`src/rtl/io_controller_if.sv`:
```
// CPU, switch, key and display signals of io_controller.
// master: CPU/board side; slave: the controller.
interface io_controller_if;
  logic        in_req;
  logic        out_req;
  logic [31:0] cpu_data;
  logic [15:0] switches;
  logic        key_n;
  logic        stall;
  logic [31:0] in_data;
  logic        in_valid;
  logic [31:0] disp_value;
  logic        in_on;
  logic        out_on;

  modport master (
    output in_req,
    output out_req,
    output cpu_data,
    output switches,
    output key_n,
    input  stall,
    input  in_data,
    input  in_valid,
    input  disp_value,
    input  in_on,
    input  out_on
  );

  modport slave (
    input  in_req,
    input  out_req,
    input  cpu_data,
    input  switches,
    input  key_n,
    output stall,
    output in_data,
    output in_valid,
    output disp_value,
    output in_on,
    output out_on
  );
endinterface

```
`src/rtl/io_controller.sv`:
```
// Stalls the CPU on IN/OUT, drives the display path and
// waits for a debounced key press and release.
module io_controller #(
  parameter int DEBOUNCE_CYCLES = 500000,
  parameter int CNT_W           = 20
) (
  input logic            clock,
  input logic            reset,
  io_controller_if.slave io
);

  typedef enum logic [2:0] {
    IDLE,
    IN_WAIT,
    IN_REL,
    OUT_WAIT,
    OUT_REL,
    DONE
  } state_t;

  localparam logic [CNT_W-1:0] CNT_MAX =
    CNT_W'(DEBOUNCE_CYCLES - 1);

  state_t      state;
  state_t      state_n;
  logic        key_s1;
  logic        key_s2;
  logic        key_db;
  logic        key_db_q;
  logic [CNT_W-1:0] cnt;
  logic        key_press;
  logic        key_release;
  logic [31:0] sw_ext;
  logic [31:0] disp_q;
  logic [31:0] disp_n;
  logic [31:0] in_data_q;
  logic [31:0] in_data_n;
  logic        in_valid_q;
  logic        in_valid_n;
  logic        in_on_q;
  logic        in_on_n;
  logic        out_on_q;
  logic        out_on_n;

  // key path: synchronizer, then a level must hold for
  // the full window before key_db follows it
  always_ff @(posedge clock or posedge reset) begin
    if (reset) begin
      key_s1   <= 1'b1;
      key_s2   <= 1'b1;
      key_db   <= 1'b1;
      key_db_q <= 1'b1;
      cnt      <= '0;
    end else begin
      key_s1   <= io.key_n;
      key_s2   <= key_s1;
      key_db_q <= key_db;
      if (key_s2 == key_db) begin
        cnt <= '0;
      end else if (cnt == CNT_MAX) begin
        key_db <= key_s2;
        cnt    <= '0;
      end else begin
        cnt <= cnt + 1'b1;
      end
    end
  end

  assign key_press   = key_db_q & ~key_db;
  assign key_release = ~key_db_q & key_db;
  assign sw_ext      = {{16{io.switches[15]}}, io.switches};

  always_ff @(posedge clock or posedge reset) begin
    if (reset) begin
      state      <= IDLE;
      disp_q     <= '0;
      in_data_q  <= '0;
      in_valid_q <= 1'b0;
      in_on_q    <= 1'b0;
      out_on_q   <= 1'b0;
    end else begin
      state      <= state_n;
      disp_q     <= disp_n;
      in_data_q  <= in_data_n;
      in_valid_q <= in_valid_n;
      in_on_q    <= in_on_n;
      out_on_q   <= out_on_n;
    end
  end

  always_comb begin
    state_n    = state;
    disp_n     = disp_q;
    in_data_n  = in_data_q;
    in_valid_n = 1'b0;
    in_on_n    = in_on_q;
    out_on_n   = out_on_q;
    unique case (state)
      IDLE: begin
        if (io.in_req) begin
          state_n  = IN_WAIT;
          in_on_n  = 1'b1;
          out_on_n = 1'b0;
          disp_n   = sw_ext;
        end else if (io.out_req) begin
          state_n  = OUT_WAIT;
          in_on_n  = 1'b0;
          out_on_n = 1'b1;
          disp_n   = io.cpu_data;
        end
      end
      IN_WAIT: begin
        disp_n = sw_ext;
        if (key_press) begin
          in_data_n = sw_ext;
          state_n   = IN_REL;
        end
      end
      IN_REL: begin
        if (key_release) begin
          in_valid_n = 1'b1;
          in_on_n    = 1'b0;
          state_n    = DONE;
        end
      end
      OUT_WAIT: begin
        if (key_press) state_n = OUT_REL;
      end
      OUT_REL: begin
        if (key_release) state_n = DONE;
      end
      DONE:    state_n = IDLE;
      default: state_n = IDLE;
    endcase
  end

  // stall rises combinationally with the request
  assign io.stall =
    ((state == IDLE) & (io.in_req | io.out_req)) |
    (state == IN_WAIT) | (state == IN_REL) |
    (state == OUT_WAIT) | (state == OUT_REL);

  assign io.disp_value = disp_q;
  assign io.in_data    = in_data_q;
  assign io.in_valid   = in_valid_q;
  assign io.in_on      = in_on_q;
  assign io.out_on     = out_on_q;

endmodule
```
`src/flat_wrapper.sv`:
```
// flat-port wrapper written by rule: the top's interface ports become plain ports
module io_controller_flat 
#(
  parameter int DEBOUNCE_CYCLES = 500000,
  parameter int CNT_W           = 20
)
  (clock, reset, io_in_req, io_out_req, io_cpu_data, io_switches, io_key_n, io_stall, io_in_data, io_in_valid, io_disp_value, io_in_on, io_out_on);
  io_controller_if io_i ();
  input logic clock;
  input logic reset;
  input wire logic [$bits(io_i.in_req)-1:0] io_in_req;
  input wire logic [$bits(io_i.out_req)-1:0] io_out_req;
  input wire logic [$bits(io_i.cpu_data)-1:0] io_cpu_data;
  input wire logic [$bits(io_i.switches)-1:0] io_switches;
  input wire logic [$bits(io_i.key_n)-1:0] io_key_n;
  output wire logic [$bits(io_i.stall)-1:0] io_stall;
  output wire logic [$bits(io_i.in_data)-1:0] io_in_data;
  output wire logic [$bits(io_i.in_valid)-1:0] io_in_valid;
  output wire logic [$bits(io_i.disp_value)-1:0] io_disp_value;
  output wire logic [$bits(io_i.in_on)-1:0] io_in_on;
  output wire logic [$bits(io_i.out_on)-1:0] io_out_on;
  assign io_i.in_req = io_in_req;
  assign io_i.out_req = io_out_req;
  assign io_i.cpu_data = io_cpu_data;
  assign io_i.switches = io_switches;
  assign io_i.key_n = io_key_n;
  assign io_stall = io_i.stall;
  assign io_in_data = io_i.in_data;
  assign io_in_valid = io_i.in_valid;
  assign io_disp_value = io_i.disp_value;
  assign io_in_on = io_i.in_on;
  assign io_out_on = io_i.out_on;
  io_controller #(.DEBOUNCE_CYCLES(DEBOUNCE_CYCLES), .CNT_W(CNT_W)) u_core (.clock(clock), .reset(reset), .io(io_i));
endmodule
```
`config.mk`:
```
export PLATFORM = sky130hd
export DESIGN_NAME = io_controller_flat
export DESIGN_NICKNAME = d
export VERILOG_FILES = /design/src/rtl/io_controller_if.sv /design/src/rtl/io_controller.sv /design/src/flat_wrapper.sv
export SDC_FILE = /design/constraint.sdc
export NUM_CORES = 1
export LEC_CHECK = 0
export ABC_AREA = 1
export CAP_MARGIN = 10
export CORE_MARGIN = 1
export CORE_UTILIZATION = 47
export DETAILED_ROUTE_END_ITERATION = 6
export PLACE_DENSITY = 0.82
export SKIP_CTS_REPAIR_TIMING = 1
export SLEW_MARGIN = 30
export SYNTH_ARGS = -nofsm -noshare
export SYNTH_HDL_FRONTEND = slang
export SYNTH_SLANG_ARGS = --single-unit
```
`constraint.sdc`:
```
create_clock -name clock -period 3.21 [get_ports clock]
set_clock_uncertainty 0.1 [all_clocks]
set_input_delay 0.963 -clock clock [delete_from_list [all_inputs] [get_ports clock]]
set_output_delay 0.963 -clock clock [all_outputs]
set_load 0.01 [all_outputs]
```
==> results of run 1 <==
kinds of logic after synthesis:
group,share of synthesized area [%]
AO/OA/AOI/OAI,7.43
XOR/XNOR,2.02
AND/OR/NAND/NOR,29.8
buffers and inverters,10.4
flip-flops,50.1
adder cells (fa/ha/maj),0.320
stage by stage:
stage | hold WS, ps | util, %
detailed placement | 252 | 64.4
global placement | 247 | 64.4
CTS | 269 | 66.5
finish | 260 | 66.6
floorplan | 245 | -
global route | 274 | 66.6
routing by layer:
metal	wire (um)	part of all wire (%)	global-route usage [%]
met5	0	0	0
met4	183	1.9	7.95
met3	740	7.8	8.05
met2	4450	47	38.3
met1	4160	44	29.1
worst max path at each step:
stage | slack (ps) | to | start | cells after the start
6_report | 220 | io_stall | io_out_req | 6
2_1_floorplan | 160 | u_core.cnt[0] | reset | 1
4_1_cts | -100 | io_stall | io_in_req | 6
5_1_grt | 170 | io_stall | io_out_req | 6
3_3_place_gp | -80 | io_stall | io_in_req | 6
3_5_place_dp | -100 | io_stall | io_in_req | 6
power by group:
group / switching, mW / leakage (nW) / total (mW) / internal (mW)
combinational: 0.0852 / 1.44 / 0.199 / 0.114
clock: 0.359 / 0.0861 / 0.657 / 0.299
sequential: 0.0156 / 0.908 / 1.02 / 1.01
synthesized netlist by cell type, types with 4 or more instances:
| library cell | number | area [sq um] |
|---|---|---|
| xor2_1 | 7 | 61.3 |
| o21ai_1 | 16 | 80.1 |
| nand2_1 | 176 | 661 |
| dfstp_2 | 4 | 105 |
| o211ai_1 | 16 | 120 |
| buf_4 | 24 | 180 |
| nand3_1 | 39 | 195 |
| nor2_1 | 49 | 184 |
| dfrtp_1 | 74 | 1850 |
| inv_1 | 43 | 161 |
| buf_2 | 6 | 30.0 |
| o21ai_0 | 9 | 45.0 |
worst max-delay path, stage by stage:
cell and delay [ps]:
clkdlybuf4s50_1 440, o21ai_2 210, nand2_4 60, inv_2 50
nand2_1 40, dlymetal6s2s_1 160
layout make-up:
class / instances / area [sq um]
fill: 635 / 2630
multi-input combinational: 337 / 1550
inverter: 46 / 173
clock inverter: 4 / 22.5
clock buffer: 12 / 145
sequential: 78 / 1960
timing repair buffer: 129 / 1280
tap: 102 / 128
flip-flops by register name, summed over array words and instances, names as in the netlist, 3 cells and up:
signal / cells
u_core.io.in_data: 16
u_core.io.disp_value: 32
u_core.state: 3
u_core.cnt: 20
==> run metrics, run 1 <==
Primary FF master, synth=dfrtp_1; kind of start point of the critical path=input pin; setup_tns=0 ps; number of max-slew violations in the final report=0; number of buffers created by CTS=9; transition time of the tightest slew-check pin=just over 600 ps; Final Hold Violating Endpoints=0; number of register bits inferred by synthesis=78; number of antenna cells inserted=0; final weighted congestion of routability-driven global placement=approximately 0.86; combined global-route utilization of all metal layers=23.5%; effective utilization at floorplan=49.5%; number of violations reported at the end of detailed-routing iteration 0=170; origin of the critical flop-to-flop path=u_core.state[1]; DRC=0; final std cells w/o fill=708; setup slack after placement=-97.3 ps; Pleak=around 2.4 nW; type of the worst setup path=in -> out; final critical delay including setup and external delays=approximately 3000 ps; worst reg2reg path endpoint=u_core.io.in_data[6]; Max Cap Violations=0; overall die height=93.2 um; average wire per standard cell=13.5 um; via density per instance=4.99; clock tree from TritonCTS=built; site row count=32; power per standard cell area=358 nW/um^2; number of global-route vias before repair=3525; fmax=335 MHz; layout-stage area growth over the synthesis result=34.5%; iteration count of the initial detailed-routing pass=5; Die Width=roughly 93 um; synthesized instance count=between 400 and 500; Arrival @ worst endpoint=1930 ps; worst hold-check path type=reg -> reg; reg2reg setup slack=1160 ps; Hold Crit Endpoint=u_core.key_s2; Detailed Route WL=roughly 9.5 mm; Core Area=7890 sq um; unrepaired setup endpoints after global routing=false; clock latency on the worst-skew pair=350 ps; Tcrit/Tclk final=93.1%; final setup fails=0; total power=1.88 mW; final standard cell area without fillers=5250 sq um; H-tree lvl count=3; Root Driver=clkbuf_8; worst-case clock buffer depth=2; remaining max-slew budget at the tightest pin=58.8%; residual overflow from global routing=0; number of instances on the worst hold path=0; sequential cell area fraction in the yosys report=50.1%; launch instance of the worst min-delay path=u_core.key_s1; full die area=slightly below 9000 sq um; mean post-synth cell area=7.89 sq um; Port Buffer Count=120; sum of net half-perimeters after detailed placement=6.71 mm; post-place instance area=between 5000 and 6000 sq um; post-route worst setup slack=221 ps; number of vias in the routed layout=~3500; commonest cells after routing, fill and taps aside=nand2_1 (176), clkdlybuf4s50_1 (119), dfrtp_1 (74), nor2_1 (49), inv_1 (42); logic depth of the worst register-to-register path=7; share of layout cells above drive strength 1=6.60%; most common cell after layout, fill and taps aside=nand2_1; boundary pin count=121; number of different library cells in the post-synthesis netlist=33; CP Capture Type=primary output; total clock sinks=78; clock-pin slew on the worst setup and hold paths=around 70 ps; outcome=finished, final reports clean; data required time of the worst path=2150 ps; fraction of registers with async set/reset=100%; first-pass GRT wire length=16.0 mm; number of antenna violations at the first check in global routing=0; largest net degree at the start of global routing=79; total placed cells including tap cells=691; post-synthesis instance area=3910 sq um; Post-layout nets=655; biggest fanout along the worst timing path=2; number of nets produced by synthesis=549; IR drop worst, VDD=225 uV; remaining number of nets flagged by the antenna check after routing=0; Syn. warnings=0; number of enable flip-flop cells after synthesis=0
Power figures use the tool's default switching activity.
==> run 2, diff against run 1 <==
- GPL_ROUTABILITY_DRIVEN: unset -> 0
- GPL_TIMING_DRIVEN: unset -> 0
- clock period: 3.21 -> 3 ns (I/O delays scaled with it)
==> run metrics, run 2 (synthesis gave the netlist of run 1 again) <==
outcome=finished, final reports clean; commonest cells after routing, fill and taps aside=nand2_1 (176), clkdlybuf4s50_1 (117), dfrtp_1 (74), nor2_1 (49), inv_1 (42); logic depth of the worst register-to-register path=8; Final Hold Violating Endpoints=0; final std cells w/o fill=735; number of vias in the routed layout=3667; power per standard cell area=390 nW/um^2; Detailed Route WL=10.2 mm; type of the worst setup path=in -> out; Max Cap Violations=0; Root Driver=clkbuf_8; data required time of the worst path=2000 ps; residual overflow from global routing=0; DRC=0; layout-stage area growth over the synthesis result=40.5%; post-place instance area=5260 sq um; CP Capture Type=primary output; number of max-slew violations in the final report=0; Arrival @ worst endpoint=roughly 1800 ps; transition time of the tightest slew-check pin=548 ps; most common cell after layout, fill and taps aside=nand2_1; site row count=32; final standard cell area without fillers=~5500 sq um; effective utilization at floorplan=49.5%; unrepaired setup endpoints after global routing=false; fill cell count=~590; kind of start point of the critical path=input pin; boundary pin count=121; IR drop worst, VDD=between 200 and 300 uV; Tcrit/Tclk final=94.3%; total placed cells including tap cells=718; remaining number of nets flagged by the antenna check after routing=0; worst hold-check path type=reg -> reg; max FFs per register=32; worst-case clock buffer depth=2; Core Area=between 7000 and 8000 sq um; final setup fails=0; number of antenna cells inserted=0; share of layout cells above drive strength 1=a little over a tenth; via density per instance=roughly 5; total clock sinks=slightly below 80; clock tree from TritonCTS=built; first-pass GRT wire length=16.8 mm; number of global-route vias before repair=about 3700; combined global-route utilization of all metal layers=24.9%; Post-layout nets=682; remaining max-slew budget at the tightest pin=63.4%; H-tree lvl count=3; Port Buffer Count=120; number of violations reported at the end of detailed-routing iteration 0=190; fmax=approximately 350 MHz; Die Width=93.2 um; full die area=8680 sq um; number of buffers created by CTS=9; final critical delay including setup and external delays=2830 ps; number of antenna violations at the first check in global routing=0; iteration count of the initial detailed-routing pass=4; number of instances on the worst hold path=0; biggest fanout along the worst timing path=10; Pleak=2.56 nW; worst hold slack=around 260 ps; overall die height=93.2 um; average wire per standard cell=about 14 um; sum of net half-perimeters after detailed placement=7.55 mm; clock latency on the worst-skew pair=360 ps; largest net degree at the start of global routing=41; setup_tns=0 ps; clock-pin slew on the worst setup and hold paths=around 90 ps
[run 2: routing by layer]
layer  up-vias  wire length [um]  share of wire, %  track usage, %
met1      1708              4130                41            29.0
li1       1813                 -                 -               -
met4         0               134               1.3            6.41
met3        18               965               9.5            11.0
met2       128              4960                49            42.0
met5         -                 0                 0               0
[run 2: layout make-up]
| class | count | area, sq um | share of cell area (%) |
|---|---|---|---|
| clock inverter | 7 | 80.1 | 1.46 |
| buffer | 34 | 236 | 4.31 |
| inverter | 46 | 178 | 3.24 |
| sequential | 78 | 1960 | 35.6 |
| clock buffer | 9 | 124 | 2.26 |
| tap | 102 | 128 | 2.32 |
| timing repair buffer | 122 | 1240 | 22.5 |
| multi-input combinational | 337 | 1550 | 28.3 |
[run 2: worst paths after layout]
| kind | start | end | slack [ps] |
|---|---|---|---|
| max in group asynchronous | reset | u_core.key_db_q | 1330 |
| worst max-delay path | io_in_req | io_stall | 170 |
| worst max register to register | u_core.cnt[0] | u_core.cnt[18] | 1260 |
| worst min register to register | u_core.key_s1 | u_core.key_s2 | 260 |
| min in group asynchronous | reset | u_core.io.disp_value[9] | 810 |
| worst min-delay path | u_core.key_s1 | u_core.key_s2 | 260 |
[run 2: per-stage QoR]
stage | setup WS (ps) | power (mW) | utilization (%)
after floorplan | 11.6 | 1.19 | -
after global placement | -1250 | 1.32 | 66.4
after detailed placement | -607 | 1.33 | 66.7
after CTS | -603 | 2.16 | 69.3
after global routing | 106 | 2.23 | 69.6
final | 172 | 2.14 | 69.6
[run 2: critical path, cell delays in order]
cell and delay (ps):
dlymetal6s2s_1 170, o21ai_4 190, nand2_4 100, inv_4 90, buf_6 140, nand2_1 50
dlymetal6s2s_1 170
[run 2: power by group]
part | internal [mW] | switching [mW] | total (mW)
clock network | 0.397 | 0.434 | 0.831
logic | 0.122 | 0.0922 | 0.214
registers | 1.08 | 0.0169 | 1.10
total | 1.60 | 0.543 | 2.14
